[config.mk]
export PLATFORM = sky130hd
export DESIGN_NAME = xor_checksum_accumulator
export DESIGN_NICKNAME = d
export VERILOG_FILES = /design/src/rtl/xor_checksum_accumulator.sv
export SDC_FILE = /design/constraint.sdc
export NUM_CORES = 1
export LEC_CHECK = 0
export ABC_AREA = 1
export CAP_MARGIN = 20
export CORE_MARGIN = 1
export CORE_UTILIZATION = 40
export CTS_BUF_LIST = sky130_fd_sc_hd__clkbuf_4 sky130_fd_sc_hd__clkbuf_8
export CTS_CLUSTER_SIZE = 8
export DETAILED_ROUTE_END_ITERATION = 8
export PLACE_DENSITY_LB_ADDON = 0.2
export SLEW_MARGIN = 20
export SYNTH_ARGS = -nofsm -noshare
export SYNTH_HDL_FRONTEND = slang
export SYNTH_SLANG_ARGS = --single-unit
[constraint.sdc]
create_clock -name clk -period 1.5 [get_ports clk]
set_input_delay 0.3 -clock clk [delete_from_list [all_inputs] [get_ports clk]]
set_output_delay 0.3 -clock clk [all_outputs]
set_load 0.05 [all_outputs]
[src/rtl/xor_checksum_accumulator.sv]
// ---------------------------------------------------------------------------
// xor_checksum_accumulator
//
// Folds a block of 32-bit words into a running XOR checksum. A block is
// opened from IDLE by start with its word count on len, words are taken
// through a valid/ready handshake while in ACCUM, and the result is held in
// DONE until the downstream consumer accepts it.
//
// Ports:
//   clk        : single clock, all state updates on the rising edge
//   rst_n      : synchronous active-low reset
//   start      : open a new block (honoured only in IDLE)
//   len        : number of words in the block, sampled with start
//   in_valid   : upstream word valid
//   in_ready   : block accepts in_data this cycle (high only in ACCUM)
//   in_data    : word to fold into the checksum
//   out_valid  : checksum result valid (high only in DONE)
//   out_ready  : downstream consumes the result
//   checksum   : XOR of all accepted words of the block
//   parity     : XOR-reduction of checksum
//   count      : words accepted in the current block
//   busy       : high in ACCUM and DONE
// ---------------------------------------------------------------------------

// 32-bit bitwise XOR used as the fold datapath.
module thirty_two_bit_xor (
  input  logic [31:0] i_a,
  input  logic [31:0] i_b,
  output logic [31:0] o_y
);
  assign o_y = i_a ^ i_b;
endmodule

module xor_checksum_accumulator #(
  parameter int unsigned LEN_W = 8
) (
  input  logic             clk,
  input  logic             rst_n,
  input  logic             start,
  input  logic [LEN_W-1:0] len,
  input  logic             in_valid,
  output logic             in_ready,
  input  logic [31:0]      in_data,
  output logic             out_valid,
  input  logic             out_ready,
  output logic [31:0]      checksum,
  output logic             parity,
  output logic [LEN_W-1:0] count,
  output logic             busy
);

  typedef enum logic [1:0] {
    S_IDLE  = 2'd0,
    S_ACCUM = 2'd1,
    S_DONE  = 2'd2
  } state_t;

  state_t           r_state;
  state_t           w_state_next;
  logic [31:0]      r_acc;
  logic [31:0]      w_acc_next;
  logic [31:0]      w_acc_fold;
  logic [LEN_W-1:0] r_count;
  logic [LEN_W-1:0] w_count_next;
  logic [LEN_W-1:0] w_count_inc;
  logic [LEN_W-1:0] r_len;
  logic [LEN_W-1:0] w_len_next;

  thirty_two_bit_xor u_fold (
    .i_a (r_acc),
    .i_b (in_data),
    .o_y (w_acc_fold)
  );

  // count < r_len holds throughout ACCUM, so the increment never wraps.
  assign w_count_inc = r_count + LEN_W'(1);

  always_ff @(posedge clk) begin
    if (!rst_n) begin
      r_state <= S_IDLE;
      r_acc   <= '0;
      r_count <= '0;
      r_len   <= '0;
    end else begin
      r_state <= w_state_next;
      r_acc   <= w_acc_next;
      r_count <= w_count_next;
      r_len   <= w_len_next;
    end
  end

  always_comb begin
    w_state_next = r_state;
    w_acc_next   = r_acc;
    w_count_next = r_count;
    w_len_next   = r_len;
    case (r_state)
      S_IDLE: begin
        if (start) begin
          w_acc_next   = '0;
          w_count_next = '0;
          w_len_next   = len;
          // An empty block goes straight to DONE with a zero result.
          w_state_next = (len == '0) ? S_DONE : S_ACCUM;
        end
      end
      S_ACCUM: begin
        if (in_valid) begin
          w_acc_next   = w_acc_fold;
          w_count_next = w_count_inc;
          if (w_count_inc == r_len) begin
            w_state_next = S_DONE;
          end
        end
      end
      S_DONE: begin
        if (out_ready) begin
          w_state_next = S_IDLE;
        end
      end
      default: begin
        w_state_next = S_IDLE;
      end
    endcase
  end

  // Handshake outputs are decoded from the state register alone, so they
  // never depend combinationally on in_valid/out_ready.
  assign in_ready  = (r_state == S_ACCUM);
  assign out_valid = (r_state == S_DONE);
  assign busy      = (r_state != S_IDLE);
  assign checksum  = r_acc;
  assign parity    = ^r_acc;
  assign count     = r_count;

endmodule
# Yosys cells after proc, flatten, opt, wreduce, memory -nomap -nowiden
# Cells that the tools add are included.
dict set report word_totals {
  reg_bits 50
  input_bits 45
  out_inout_bits 44
  elab_cells 33
}
dict set report op_classes {
  add_sub_neg 1
  eq_ne 7
  mux 12
  bitwise 1
  reduce_logical 8
}
# operator count
set op_table {}
lappend op_table {{$mux 32} 2}
lappend op_table {{$pmux 32 s2} 1}
lappend op_table {{$reduce_xor 32->1} 1}
lappend op_table {{$xor 32x32->32} 1}
lappend op_table {{$mux 8} 2}
lappend op_table {{$pmux 8 s2} 1}
lappend op_table {{$mux 2} 5}
lappend op_table {{$add 8x1->8 const B} 1}
lappend op_table {{$eq 8x8->1} 1}
lappend op_table {{$logic_not 8->1} 1}
lappend op_table {{$pmux 2 s3} 1}
lappend op_table {{$ne 2x1->1 const B} 2}
lappend op_table {{$ne 2x2->1 const B} 2}
lappend op_table {{$reduce_and 4->1} 1}
lappend op_table {{$reduce_bool 2->1} 2}
lappend op_table {{$reduce_and 3->1} 1}
lappend op_table {{$eq 2x1->1 const B} 1}
lappend op_table {{$eq 2x2->1 const B} 1}
lappend op_table {{$logic_not 2->1} 1}
lappend op_table {{$reduce_and 2->1} 1}

# Depth between registers and ports, before layout
dict set report depth {
  ltp_word 5
  depth_mapped 14
}

# Hierarchy
# From an unflattened synthesis, not the netlist that was laid out.
dict set report hier_totals {
  hier_cells 507
  area_unflattened_um2 3091.7
}
# module instances cells_each area_per_inst_um2 seq_area_each_um2
set by_module_without_submodules {}
lappend by_module_without_submodules {xor_checksum_accumulator 1 347 2491.1 1001.0}
lappend by_module_without_submodules {thirty_two_bit_xor 1 160 600.6 0.0}

# Worst setup path before layout
# No wires, ideal clock.
dict set report synth_timing {
  path_type {register to output}
  from {register r_acc[12], in the netlist checksum[12]}
  to {output port parity}
  t_arrival_ns 1.782
  required_time_ns 1.200
  slack_ns -0.582
  stages_incl_launch_ff 8
  cell_sequence {dfxtp_1 xnor2_1 xnor2_1 xnor2_1 nor2_1 nor2_1 nand2_1 nand2_1}
}
dict set report synth_between {
  elab_chain_cells 1
}
# item line_no
set synth_lines {}
lappend synth_lines {{from (decl)} 60} ;# logic [31:0] r_acc;
lappend synth_lines {{from (signal assigned)} 86} ;# r_acc <= w_acc_next;
lappend synth_lines {{$reduce_xor 32->1} 133} ;# assign parity = ^r_acc;
lappend synth_lines {{to (decl)} 47} ;# output logic parity,
# No other way between the ends.

# Final worst setup path
# Ends and elaborated chain as after synthesis.

==> run summary <==
initial drt markers: 100
status: complete, but fails checks
power density cells: 1500 mW/mm^2
net count after synthesis: 408
prevailing post-synth register cell: dfxtp_1
critical path class: reg -> out
EDFF count, synth: 0
initial antenna violation count: 0
design area: 0.00518 sq mm
DR DRC count: 0
Clock transition at path regs: 80 ps
dpl cell area: 0.00473 sq mm
Arr. time, crit path: 1840 ps
Hold Buf Count CTS: 0
Setup violations, final: 3
WL per Instance: 14.5 um
sequential area share after synthesis: 37.4%
global-route wire length before repair: 13.5 mm
Vias: 3100
worst hold-check path type: reg -> reg
post-synthesis cell area: 0.00268 sq mm
antenna-violating nets left: 0
leak pwr: 2.20 nW
fin. max-slew vios: 0
Final Hold Viols: 0
GRT overflow: 0
Vias/cell: 5.15
Pwr Total: 7.76 mW
CTS tree: done
maximum vdd ir drop: 0.00146 V
Longest Clk Path Bufs: 2
clk sink count: 50
Async SR Flop Fraction: 0%
Clock Latency Late Sink: 300 ps
CP endpoint kind: output pin
Initial DRT Pass Iterations: 4
failing checks: negative setup slack
RePlAce Congestion: 0.871
syn avg cell area: 7.39 sq um
nets@finish: 571
vias in the first global route: 3044
GRT Total Usage: 23.8%
cell row count: 29
Yosys warning total: 0
Yosys cell types: 32
Final Worst Setup Slack: -642 ps
clock skew: 3.46 ps
#FFs+latches synth: 50
Clk Tree Root Cell: clkbuf_8
proportion of layout cells with a drive suffix above 1: 44.8%
minimum clock period after layout: 2140 ps
worst-margin pin slew: 400 ps
final wirelength: 8.73 mm
Die Y: 83.8 um
Initial Util: 41.9%
hold_ws: 484 ps
Cells after Synth: 362
dpl hpwl: 6.17 mm
full die area: 0.00702 sq mm
Slew HR: 73.1%
Final Cycle Share: 143%
Die Span X: 83.8 um
largest net degree at the start of global routing: 23
core area: 0.00639 sq mm
fill count: 380
number of CTS-inserted buffers: 5
max cap viols: 0
fmax: 467 MHz
crit-path max FO: 3
Buffers on Ports: 88
Required @ worst endpoint: 1200 ps
area grow syn2layout: 93.5%
# IOs: 89
H-tree depth: 2
Ant. Diodes: 0
RSZ-0062 raised after global routing: true
critical path startpoint category: flip-flop
[worst max-delay path, cell delays in order, from the launching register on]
cell and delay, ps:
dfxtp_4 360, xnor2_1 260, xnor2_1 190, xnor2_1 100, buf_4 150, nor2_1 130
nor2_2 50, nand2_1 100, nand2_4 60, buf_12 140
[Yosys cell counts (3+ instances only)]
library cell / instances / area [sq um]
nor2_1: 32 / 120
xnor2_1: 26 / 228
a21oi_2: 6 / 52.6
xor2_1: 6 / 52.6
dfxtp_1: 50 / 1000
buf_2: 5 / 25.0
nand2_1: 46 / 173
and3_1: 15 / 93.8
nand2_2: 7 / 43.8
clkbuf_1: 4 / 15.0
nor3_1: 16 / 80.1
nand3_1: 21 / 105
or2_1: 6 / 37.5
inv_1: 34 / 128
nor2_4: 3 / 33.8
o21ai_0: 24 / 120
a21oi_1: 42 / 210
[per-layer routing]
layer | wire, um | track usage (%)
met5 | 0 | 0
met4 | 162 | 9.40
met3 | 384 | 4.25
met2 | 4740 | 43.2
met1 | 3440 | 27.6
[repair_timing]
| item | 4_1_cts | 5_1_grt |
|---|---|---|
| gates resized for setup | 14 | 57 |
| setup buffers | 7 | 5 |
| pin swaps | 10 | 21 |
| setup endpoints to repair | 6 | 41 |
| gates cloned | 0 | 3 |
[power by group]
| group | switching, mW | internal, mW |
|---|---|---|
| clock | 0.419 | 0.358 |
| sequential | 0.200 | 1.58 |
| combinational | 2.70 | 2.51 |
[cells by family (layout without fill, tap and decap cells)]
logic type,after synthesis,count (layout),synth area share [%]
AO/OA/AOI/OAI,75,75,15.1
flip-flops,50,50,37.4
AND/OR/NAND/NOR,155,155,28.3
buffers and inverters,49,212,8.23
XOR/XNOR,32,32,10.5
adder cells (fa/ha/maj),1,1,0.467
[final timing paths]
path / from / end / slack [ps] / cells past startpoint
setup / recovery: checksum[12] / parity / -640 / 9
hold reg to reg: r_len[7] / r_len[7] / 480 / 2
setup reg to reg: count[1] / r_state[0] / -250 / 12
hold / removal: r_len[7] / r_len[7] / 480 / 2
[cells in the final DEF, fill, tap and decap left out, drive strengths merged]
cell type,count
nand4,2
o21ai,24
buf,120
clkbuf,8
nor3,16
and2,2
nand3,21
ha,1
nor2,37
clkinv,3
nand2,53
or2,7
clkdlybuf4s50,44
a21oi,48
and3,15
a211oi,1
o21a,1
dfxtp,50
o21bai,1
nor4,2
xnor2,26
xor2,6
inv,37
[state kept, by name (all words and copies together), names as in the netlist]
| register | cells |
|---|---|
| r_len | 8 |
| r_state | 2 |
| checksum | 32 |
| count | 8 |
[per-stage QoR]
step	util, %	cells	TNS (ps)	setup WS [ps]
after floorplan	-	362	-1160	-165
after global placement	74.1	584	-8580	-239
after detailed placement	74.1	584	-10190	-286
after CTS	77.4	598	-817	-577
after global routing	81.1	602	-1630	-755
final	81.1	602	-1070	-642
[area by class of cell]
class	instances	area [sq um]	share of cell area, %
Timing Repair inverter	2	25.0	0.483
Clock buffer	7	83.8	1.62
Timing Repair Buffer	165	1970	38.1
Sequential cell	50	1150	22.2
Inverter	38	160	3.09
Tap cell	77	96.3	1.86
Multi-Input combinational cell	263	1690	32.7
(Power assumes the default switching activity.)
